**src/rtl/conv_sched_pkg.sv**
```systemverilog
// Shared types and register map for the convolution kernel scheduler.
// Interrupt-driven completion is built in when CONV_SCHED_IRQ_EN is defined.
package conv_sched_pkg;

  // Kernel control register offsets, relative to CTRL_BASE
  localparam logic [31:0] OfsApCtrl = 32'h00;
  localparam logic [31:0] OfsGie    = 32'h04;
  localparam logic [31:0] OfsIer    = 32'h08;
  localparam logic [31:0] OfsIsr    = 32'h0C;
  localparam logic [31:0] OfsSrc    = 32'h10;
  localparam logic [31:0] OfsDst    = 32'h18;
  localparam logic [31:0] OfsLen    = 32'h20;

  localparam logic [1:0]  RespOkay  = 2'b00;
  localparam logic [31:0] WordOne   = 32'h1;

  typedef enum logic [3:0] {
    StIdle,
    StWrSrc,
    StWrDst,
    StWrLen,
    StWrGie,
    StWrIer,
    StStart,
    StWait,
    StAck,
    StDone
  } conv_sched_state_e;

  typedef struct packed {
    logic [31:0] src;
    logic [31:0] dst;
    logic [31:0] len;
  } conv_job_t;

endpackage

```
**src/rtl/conv_job_fifo.sv**
```systemverilog
// Synchronous job-descriptor FIFO; pushes while full and pops while empty are dropped.
// Built identically with or without CONV_SCHED_IRQ_EN.
module conv_job_fifo
  import conv_sched_pkg::*;
#(
  parameter int unsigned Depth = 4
) (
  input  logic      clk_i,
  input  logic      rst_i,
  input  logic      push_i,
  input  conv_job_t data_i,
  input  logic      pop_i,
  output conv_job_t data_o,
  output logic      full_o,
  output logic      empty_o
);

  localparam int unsigned PtrW = $clog2(Depth);

  // Pointers carry one wrap bit so full and empty are distinguishable
  logic [PtrW:0] wptr_q, wptr_d;
  logic [PtrW:0] rptr_q, rptr_d;
  conv_job_t     mem_q [Depth];
  logic          wr_en, rd_en;

  assign empty_o = (wptr_q == rptr_q);
  assign full_o  = (wptr_q[PtrW] != rptr_q[PtrW]) &&
                   (wptr_q[PtrW-1:0] == rptr_q[PtrW-1:0]);

  assign wr_en  = push_i && !full_o;
  assign rd_en  = pop_i && !empty_o;
  assign wptr_d = wptr_q + {{PtrW{1'b0}}, wr_en};
  assign rptr_d = rptr_q + {{PtrW{1'b0}}, rd_en};
  assign data_o = mem_q[rptr_q[PtrW-1:0]];

  always_ff @(posedge clk_i) begin
    if (rst_i) begin
      wptr_q <= '0;
      rptr_q <= '0;
    end else begin
      wptr_q <= wptr_d;
      rptr_q <= rptr_d;
    end
  end

  always_ff @(posedge clk_i) begin
    if (wr_en) begin
      mem_q[wptr_q[PtrW-1:0]] <= data_i;
    end
  end

endmodule

```
**src/rtl/conv_kernel_scheduler.sv**
```systemverilog
// Queues convolution jobs and drives the HLS kernel's AXI-lite control port for each one.
// Define CONV_SCHED_IRQ_EN to wait on the kernel interrupt instead of polling AP_CTRL.
module conv_kernel_scheduler
  import conv_sched_pkg::*;
#(
  parameter logic [31:0] CTRL_BASE  = 32'h0,
  parameter int unsigned FIFO_DEPTH = 4,
  parameter int unsigned POLL_GAP   = 16
) (
  input  logic        clk_i,
  input  logic        rst_i,
  input  logic        job_valid_i,
  output logic        job_ready_o,
  input  logic [31:0] job_src_i,
  input  logic [31:0] job_dst_i,
  input  logic [31:0] job_len_i,
  output logic        done_valid_o,
  input  logic        done_ready_i,
  output logic        done_err_o,
  output logic        busy_o,
  input  logic        kernel_irq_i,
  output logic        m_axilite_awvalid_o,
  input  logic        m_axilite_awready_i,
  output logic [31:0] m_axilite_awaddr_o,
  output logic [2:0]  m_axilite_awprot_o,
  output logic        m_axilite_wvalid_o,
  input  logic        m_axilite_wready_i,
  output logic [31:0] m_axilite_wdata_o,
  output logic [3:0]  m_axilite_wstrb_o,
  input  logic        m_axilite_bvalid_i,
  output logic        m_axilite_bready_o,
  input  logic [1:0]  m_axilite_bresp_i,
  output logic        m_axilite_arvalid_o,
  input  logic        m_axilite_arready_i,
  output logic [31:0] m_axilite_araddr_o,
  output logic [2:0]  m_axilite_arprot_o,
  input  logic        m_axilite_rvalid_i,
  output logic        m_axilite_rready_o,
  input  logic [31:0] m_axilite_rdata_i,
  input  logic [1:0]  m_axilite_rresp_i
);

  localparam int unsigned GapW = $clog2(POLL_GAP + 1);

  conv_sched_state_e state_q, state_d;
  conv_job_t         job_q, job_d;
  logic              err_q, err_d;
  logic              done_valid_q, done_valid_d;
  logic              awvalid_q, awvalid_d;
  logic [31:0]       awaddr_q, awaddr_d;
  logic              wvalid_q, wvalid_d;
  logic [31:0]       wdata_q, wdata_d;
  logic              bready_q, bready_d;
  logic              arvalid_q, arvalid_d;
  logic [31:0]       araddr_q, araddr_d;
  logic              rready_q, rready_d;
  logic [GapW-1:0]   gap_q, gap_d;

  conv_job_t fifo_wdata, fifo_rdata;
  logic      fifo_pop, fifo_full, fifo_empty;

  assign fifo_wdata = '{src: job_src_i, dst: job_dst_i, len: job_len_i};

  conv_job_fifo #(
    .Depth (FIFO_DEPTH)
  ) u_fifo (
    .clk_i   (clk_i),
    .rst_i   (rst_i),
    .push_i  (job_valid_i),
    .data_i  (fifo_wdata),
    .pop_i   (fifo_pop),
    .data_o  (fifo_rdata),
    .full_o  (fifo_full),
    .empty_o (fifo_empty)
  );

  // Successor of each write state once its B response is OKAY
  function automatic conv_sched_state_e next_wr_state(input conv_sched_state_e s);
    case (s)
      StWrSrc: return StWrDst;
      StWrDst: return StWrLen;
`ifdef CONV_SCHED_IRQ_EN
      StWrLen: return StWrGie;
`else
      StWrLen: return StStart;
`endif
      StWrGie: return StWrIer;
      StWrIer: return StStart;
      StStart: return StWait;
      default: return StDone;
    endcase
  endfunction

  always_comb begin
    state_d      = state_q;
    job_d        = job_q;
    err_d        = err_q;
    done_valid_d = done_valid_q;
    awvalid_d    = awvalid_q;
    awaddr_d     = awaddr_q;
    wvalid_d     = wvalid_q;
    wdata_d      = wdata_q;
    bready_d     = bready_q;
    arvalid_d    = arvalid_q;
    araddr_d     = araddr_q;
    rready_d     = rready_q;
    gap_d        = gap_q;
    fifo_pop     = 1'b0;

    unique case (state_q)
      StIdle: begin
        if (!fifo_empty && !done_valid_q) begin
          fifo_pop = 1'b1;
          job_d    = fifo_rdata;
          state_d  = StWrSrc;
        end
      end
      StWrSrc, StWrDst, StWrLen, StWrGie, StWrIer, StStart, StAck: begin
        if (awvalid_q && m_axilite_awready_i) awvalid_d = 1'b0;
        if (wvalid_q && m_axilite_wready_i) wvalid_d = 1'b0;
        // BREADY waits until AW and W have both been accepted
        if (!bready_q) begin
          if ((!awvalid_q || m_axilite_awready_i) && (!wvalid_q || m_axilite_wready_i)) begin
            bready_d = 1'b1;
          end
        end else if (m_axilite_bvalid_i) begin
          bready_d = 1'b0;
          if (m_axilite_bresp_i != RespOkay) begin
            err_d   = 1'b1;
            state_d = StDone;
          end else begin
            state_d = next_wr_state(state_q);
          end
        end
      end
      StWait: begin
`ifdef CONV_SCHED_IRQ_EN
        if (kernel_irq_i) state_d = StAck;
`else
        if (rready_q) begin
          if (m_axilite_rvalid_i) begin
            rready_d = 1'b0;
            if (m_axilite_rresp_i != RespOkay) begin
              err_d   = 1'b1;
              state_d = StDone;
            end else if (m_axilite_rdata_i[1]) begin
              state_d = StDone;
            end else begin
              gap_d = GapW'(POLL_GAP);
            end
          end
        end else if (arvalid_q) begin
          if (m_axilite_arready_i) begin
            arvalid_d = 1'b0;
            rready_d  = 1'b1;
          end
        end else if (gap_q != '0) begin
          gap_d = gap_q - GapW'(1);
        end else begin
          arvalid_d = 1'b1;
          araddr_d  = CTRL_BASE + OfsApCtrl;
        end
`endif
      end
      StDone: begin
        if (done_ready_i) begin
          done_valid_d = 1'b0;
          err_d        = 1'b0;
          state_d      = StIdle;
        end
      end
      default: state_d = StIdle;
    endcase

    // Launch the transaction owned by the state being entered
    if (state_d != state_q) begin
      case (state_d)
        StWrSrc: begin awaddr_d = CTRL_BASE + OfsSrc;    wdata_d = job_d.src; end
        StWrDst: begin awaddr_d = CTRL_BASE + OfsDst;    wdata_d = job_q.dst; end
        StWrLen: begin awaddr_d = CTRL_BASE + OfsLen;    wdata_d = job_q.len; end
        StWrGie: begin awaddr_d = CTRL_BASE + OfsGie;    wdata_d = WordOne;   end
        StWrIer: begin awaddr_d = CTRL_BASE + OfsIer;    wdata_d = WordOne;   end
        StStart: begin awaddr_d = CTRL_BASE + OfsApCtrl; wdata_d = WordOne;   end
        StAck:   begin awaddr_d = CTRL_BASE + OfsIsr;    wdata_d = WordOne;   end
        StWait:  gap_d = GapW'(POLL_GAP);
        StDone:  done_valid_d = 1'b1;
        default: ;
      endcase
      if (state_d inside {StWrSrc, StWrDst, StWrLen, StWrGie, StWrIer, StStart, StAck}) begin
        awvalid_d = 1'b1;
        wvalid_d  = 1'b1;
      end
    end
  end

  always_ff @(posedge clk_i) begin
    if (rst_i) begin
      state_q      <= StIdle;
      job_q        <= '0;
      err_q        <= 1'b0;
      done_valid_q <= 1'b0;
      awvalid_q    <= 1'b0;
      awaddr_q     <= '0;
      wvalid_q     <= 1'b0;
      wdata_q      <= '0;
      bready_q     <= 1'b0;
      arvalid_q    <= 1'b0;
      araddr_q     <= '0;
      rready_q     <= 1'b0;
      gap_q        <= '0;
    end else begin
      state_q      <= state_d;
      job_q        <= job_d;
      err_q        <= err_d;
      done_valid_q <= done_valid_d;
      awvalid_q    <= awvalid_d;
      awaddr_q     <= awaddr_d;
      wvalid_q     <= wvalid_d;
      wdata_q      <= wdata_d;
      bready_q     <= bready_d;
      arvalid_q    <= arvalid_d;
      araddr_q     <= araddr_d;
      rready_q     <= rready_d;
      gap_q        <= gap_d;
    end
  end

`ifdef CONV_SCHED_IRQ_EN
  logic unused_rd_chan;
  assign unused_rd_chan = ^{m_axilite_arready_i, m_axilite_rvalid_i, m_axilite_rdata_i,
                            m_axilite_rresp_i};
`else
  logic unused_irq_bits;
  assign unused_irq_bits = ^{kernel_irq_i, m_axilite_rdata_i[31:2], m_axilite_rdata_i[0]};
`endif

  assign job_ready_o         = !fifo_full;
  assign done_valid_o        = done_valid_q;
  assign done_err_o          = err_q;
  assign busy_o              = (state_q != StIdle) || !fifo_empty;
  assign m_axilite_awvalid_o = awvalid_q;
  assign m_axilite_awaddr_o  = awaddr_q;
  assign m_axilite_awprot_o  = 3'b000;
  assign m_axilite_wvalid_o  = wvalid_q;
  assign m_axilite_wdata_o   = wdata_q;
  assign m_axilite_wstrb_o   = 4'hF;
  assign m_axilite_bready_o  = bready_q;
  assign m_axilite_arvalid_o = arvalid_q;
  assign m_axilite_araddr_o  = araddr_q;
  assign m_axilite_arprot_o  = 3'b000;
  assign m_axilite_rready_o  = rready_q;

endmodule
```
**config.mk**
```make
export PLATFORM = sky130hd
export DESIGN_NAME = conv_kernel_scheduler
export DESIGN_NICKNAME = d
export VERILOG_FILES = /design/src/rtl/conv_sched_pkg.sv /design/src/rtl/conv_job_fifo.sv /design/src/rtl/conv_kernel_scheduler.sv
export SDC_FILE = /design/constraint.sdc
export NUM_CORES = 1
export LEC_CHECK = 0
export ABC_AREA = 1
export BUFFER_PORTS_ARGS = -buffer_cell sky130_fd_sc_hd__buf_2
export CAP_MARGIN = 15
export CORE_UTILIZATION = 58
export DETAILED_ROUTE_END_ITERATION = 7
export HOLD_SLACK_MARGIN = 0.03
export PLACE_DENSITY = 0.77
export SLEW_MARGIN = 20
export SYNTH_ARGS = -nofsm -noshare
export SYNTH_HDL_FRONTEND = slang
export SYNTH_HIERARCHICAL = 1
export SYNTH_SLANG_ARGS = --single-unit
export TNS_END_PERCENT = 50
```
**constraint.sdc**
```tcl
create_clock -name clk_i -period 6.3 [get_ports clk_i]
set_input_delay 0.945 -clock clk_i [delete_from_list [all_inputs] [get_ports clk_i]]
set_output_delay 0.945 -clock clk_i [all_outputs]
set_load 0.05 [all_outputs]
```
==> impl_results.md <==
* Largest net degree at the start of global routing at 98
* FILL cells at 2838
* Placed cell area at 22800 sq um
* Final core utilization at 0.650
* Met3 global-route usage at 0.0558
* Port bufs at 154
* Maxcap violations at 0
* Post-synth EDFFs at 384
* WL/cell at 18.3 microns
* M2 GR Usage at 0.426
* Post-cts resize count at 0
* CP Cell Sequence: inv_2 > nand2_1 > nand2_1 > nand3b_1 > inv_1 > or2_2 > nor2_4 > inv_2 > nand3b_1 > nand2_2 > inv_1 > nand3_1 > nand2_1 > inv_1 > nand2_1 > nor2_1 > nor2_1
* CTS tree: built
* Min-Delay Path Class: flip-flop to flip-flop
* Final instance area at 24400 sq um
* R2r setup slk at 2.00 ns
* CP max stage cell: dfxtp_2
* Sequential fraction of the synthesis area at 0.661
* #FFs+latches synth at 538
* Nets at 2370
* GR peak layer: met2
* Post-CTS setup buffer count at 0
* Clock skew at 0.0214 ns
* CP Max Fanout at 43
* Syn. warnings at 6
* Routed via count at 15300
* Post-synth cell types at 38
* Cts hold-fix bufs at 0
* Max-slew headroom at 0.253
* Mapped Cells at 2119
* Vias in the first global route at 14200
* Detailed Place HPWL at 30500 microns
* Core ar. at 37600 sq um
* # rows at 71
* DRT iter0 DRCs at 1271
* Initial core utilization at 0.588
* Clock Pin Slew Worst Setup and Hold Paths at 0.06 ns
* Maximum vdd drop at 0.280 mV
* Synthesized area at 22100 sq um
* Layout area overhead at 10.5%
* Routed Antenna Nets at 0
* Final setup viols at 0
* Most frequent CP cell: nand2_1
* Status: complete, no violations
* Die footprint at 38900 sq um
* RSZ-0062 raised after global routing: false
* Sink Count at 538
* Slew Viols, Final at 0
* Crit start category: flip-flop
* PwrDens at 439 nW/um^2
* Static leakage at 9.80 nW
* Remaining DRCs at 0
* Root buf cell: clkbuf_16
* Die height at 197 microns
* Min Clock Period, post-route at 4.30 ns
* Clk buf depth at 3
* Element type at the critical path end: flip-flop
* CP max stage delay at 0.82 ns
* Measured slew at the worst slew-check pin at 1.12 ns
* Skew-Pair Late Insertion Delay at 0.60 ns
* Drt total wl at 50900 microns
* Critical Path RT at 6.83 ns
* Top_reg_cell synth: edfxtp_1
* Vias per inst at 5.50
* Die Width at 197 microns
* CP Buf/Inv Count at 5
* Gpl congestion at 0.897
* Initial antenna violation count at 7
* Inserted Clock Buffers at 52
* GRT Overall Usage at 0.264
* DR pass1 iterations at 5
* H-tree depth at 2
* CP delay by family, top: simple AND/OR/NAND/NOR gates
* Layout cell share with drive strength beyond 1 at 0.142
* Mean Syn Cell Area at 10.4 sq um
* WP data arrival at 4.83 ns
* Post-synthesis async set-or-reset flop share at 0
* Fmax at 0.233 GHz
* Total negative setup slack at 0 ns
* First-pass GRT wire length at 78000 microns
* Setup CP Type: flip-flop to flip-flop
* Final Hold Fails at 0
* Final Cycle Share at 0.683
* Gr ovfl total at 0
* Top Ports at 257
* Grt met1 use at 0.348
-- flip-flops by register name (all words and copies together) (netlist names) --
register / count
u_fifo/rptr_q: 3
m_axilite_bready_o: 1
m_axilite_wvalid_o: 1
u_fifo/wptr_q: 3
job_q: 96
m_axilite_arvalid_o: 1
m_axilite_wdata_o: 32
m_axilite_awaddr_o: 4
gap_q: 5
done_valid_o: 1
m_axilite_rready_o: 1
m_axilite_awvalid_o: 1
done_err_o: 1
state_q: 4
u_fifo/mem_q: 384
-- synth_stat cells (9+ instances only) --
cell type | count | share of area
edfxtp_1 | 384 | 0.52
dfxtp_1 | 154 | 0.14
nand2_1 | 197 | 0.033
buf_4 | 72 | 0.024
or2_2 | 34 | 0.0096
inv_1 | 132 | 0.022
buf_2 | 33 | 0.0075
o21ai_1 | 92 | 0.021
nor2_1 | 457 | 0.078
o22ai_1 | 97 | 0.027
buf_6 | 24 | 0.012
buf_1 | 9 | 0.0015
a21oi_1 | 9 | 0.0020
nand3_1 | 115 | 0.026
inv_2 | 11 | 0.0019
clkbuf_1 | 50 | 0.0085
o21ai_0 | 203 | 0.046
-- kinds of logic after synthesis --
kind of cell / synth area share
simple gates: 0.156
flops: 0.661
compound gates: 0.0987
buf+inv: 0.0796
fa+ha+maj: 0.00283
xor+xnor: 0.00119
other cells: 0.000340
-- power by group --
part | switching (mW) | internal (mW)
logic | 2.25 | 0.868
clock network | 1.29 | 1.72
registers | 0.272 | 4.31
total | 3.81 | 6.90
-- layer usage --
| layer | routed length, microns | vias up |
|---|---|---|
| met5 | 53 | - |
| met2 | 24400 | 607 |
| met3 | 4060 | 114 |
| met4 | 1750 | 10 |
| met1 | 20700 | 7242 |
| li1 | - | 7304 |
-- placed cells by master, fill, tap and decap left out, types with 3 or more instances in the layout --
master / Yosys / layout
clkinv_1: 0 / 12
conb_1: 2 / 70
nand2_2: 6 / 7
ha_1: 5 / 5
o21ai_0: 203 / 203
a21oi_1: 9 / 9
clkinv_2: 0 / 10
edfxtp_1: 384 / 384
nor2_1: 457 / 452
inv_2: 11 / 11
o22ai_1: 97 / 97
o21ai_1: 92 / 92
clkbuf_16: 0 / 53
dfxtp_1: 154 / 152
bufinv_16: 0 / 4
buf_4: 72 / 21
nand3_1: 115 / 115
nand2_1: 197 / 196
xnor2_1: 3 / 3
nand4_1: 5 / 5
nor2_4: 1 / 7
a31oi_1: 3 / 3
inv_6: 0 / 4
or2_2: 34 / 34
clkbuf_1: 50 / 9
inv_1: 132 / 131
buf_2: 33 / 154
-- layout make-up --
cell class                 instances  area (sq um)  share of cell area
antenna                            1          2.50            0.000102
tap                              511           639              0.0262
timing repair buffer             175           928              0.0380
sequential                       538         14600               0.599
clock buffer                      63          1370              0.0563
multi-input combinational       1313          6030               0.247
clock inverter                    35           285              0.0117
inverter                         143           539              0.0221
-- path summary, 6_finish.rpt --
check | startpoint | end | cells after the start
min reg2reg | m_axilite_awaddr_o[2]$_SDFFE_PP0P_ | m_axilite_awaddr_o[2]$_SDFFE_PP0P_ | 2
min | m_axilite_awaddr_o[2]$_SDFFE_PP0P_ | m_axilite_awaddr_o[2]$_SDFFE_PP0P_ | 2
max | u_fifo/rptr_q[1]$_SDFF_PP0_ | m_axilite_wdata_o[22]$_SDFFE_PP0P_ | 17
max reg2reg | u_fifo/rptr_q[1]$_SDFF_PP0_ | m_axilite_wdata_o[22]$_SDFFE_PP0P_ | 17
-- stage by stage --
| step | setup WS [ns] | std cells | hold WS, ns | total power, mW |
|---|---|---|---|---|
| floorplan | 0.696 | 2187 | 0.440 | 7.03 |
| global placement | 1.94 | 2680 | 0.432 | 7.64 |
| detailed placement | 2.12 | 2680 | 0.440 | 7.72 |
| CTS | 2.06 | 2778 | 0.451 | 10.7 |
| global route | 1.54 | 2779 | 0.487 | 11.3 |
| finish | 2.00 | 2779 | 0.447 | 10.7 |
-- worst min-delay path, stage by stage, from the launching register on --
cell and delay [ns]:
dfxtp_1 0.31, nand2_1 0.06, nor2_1 0.03
No activity file was read; power rests on OpenSTA's default activity.
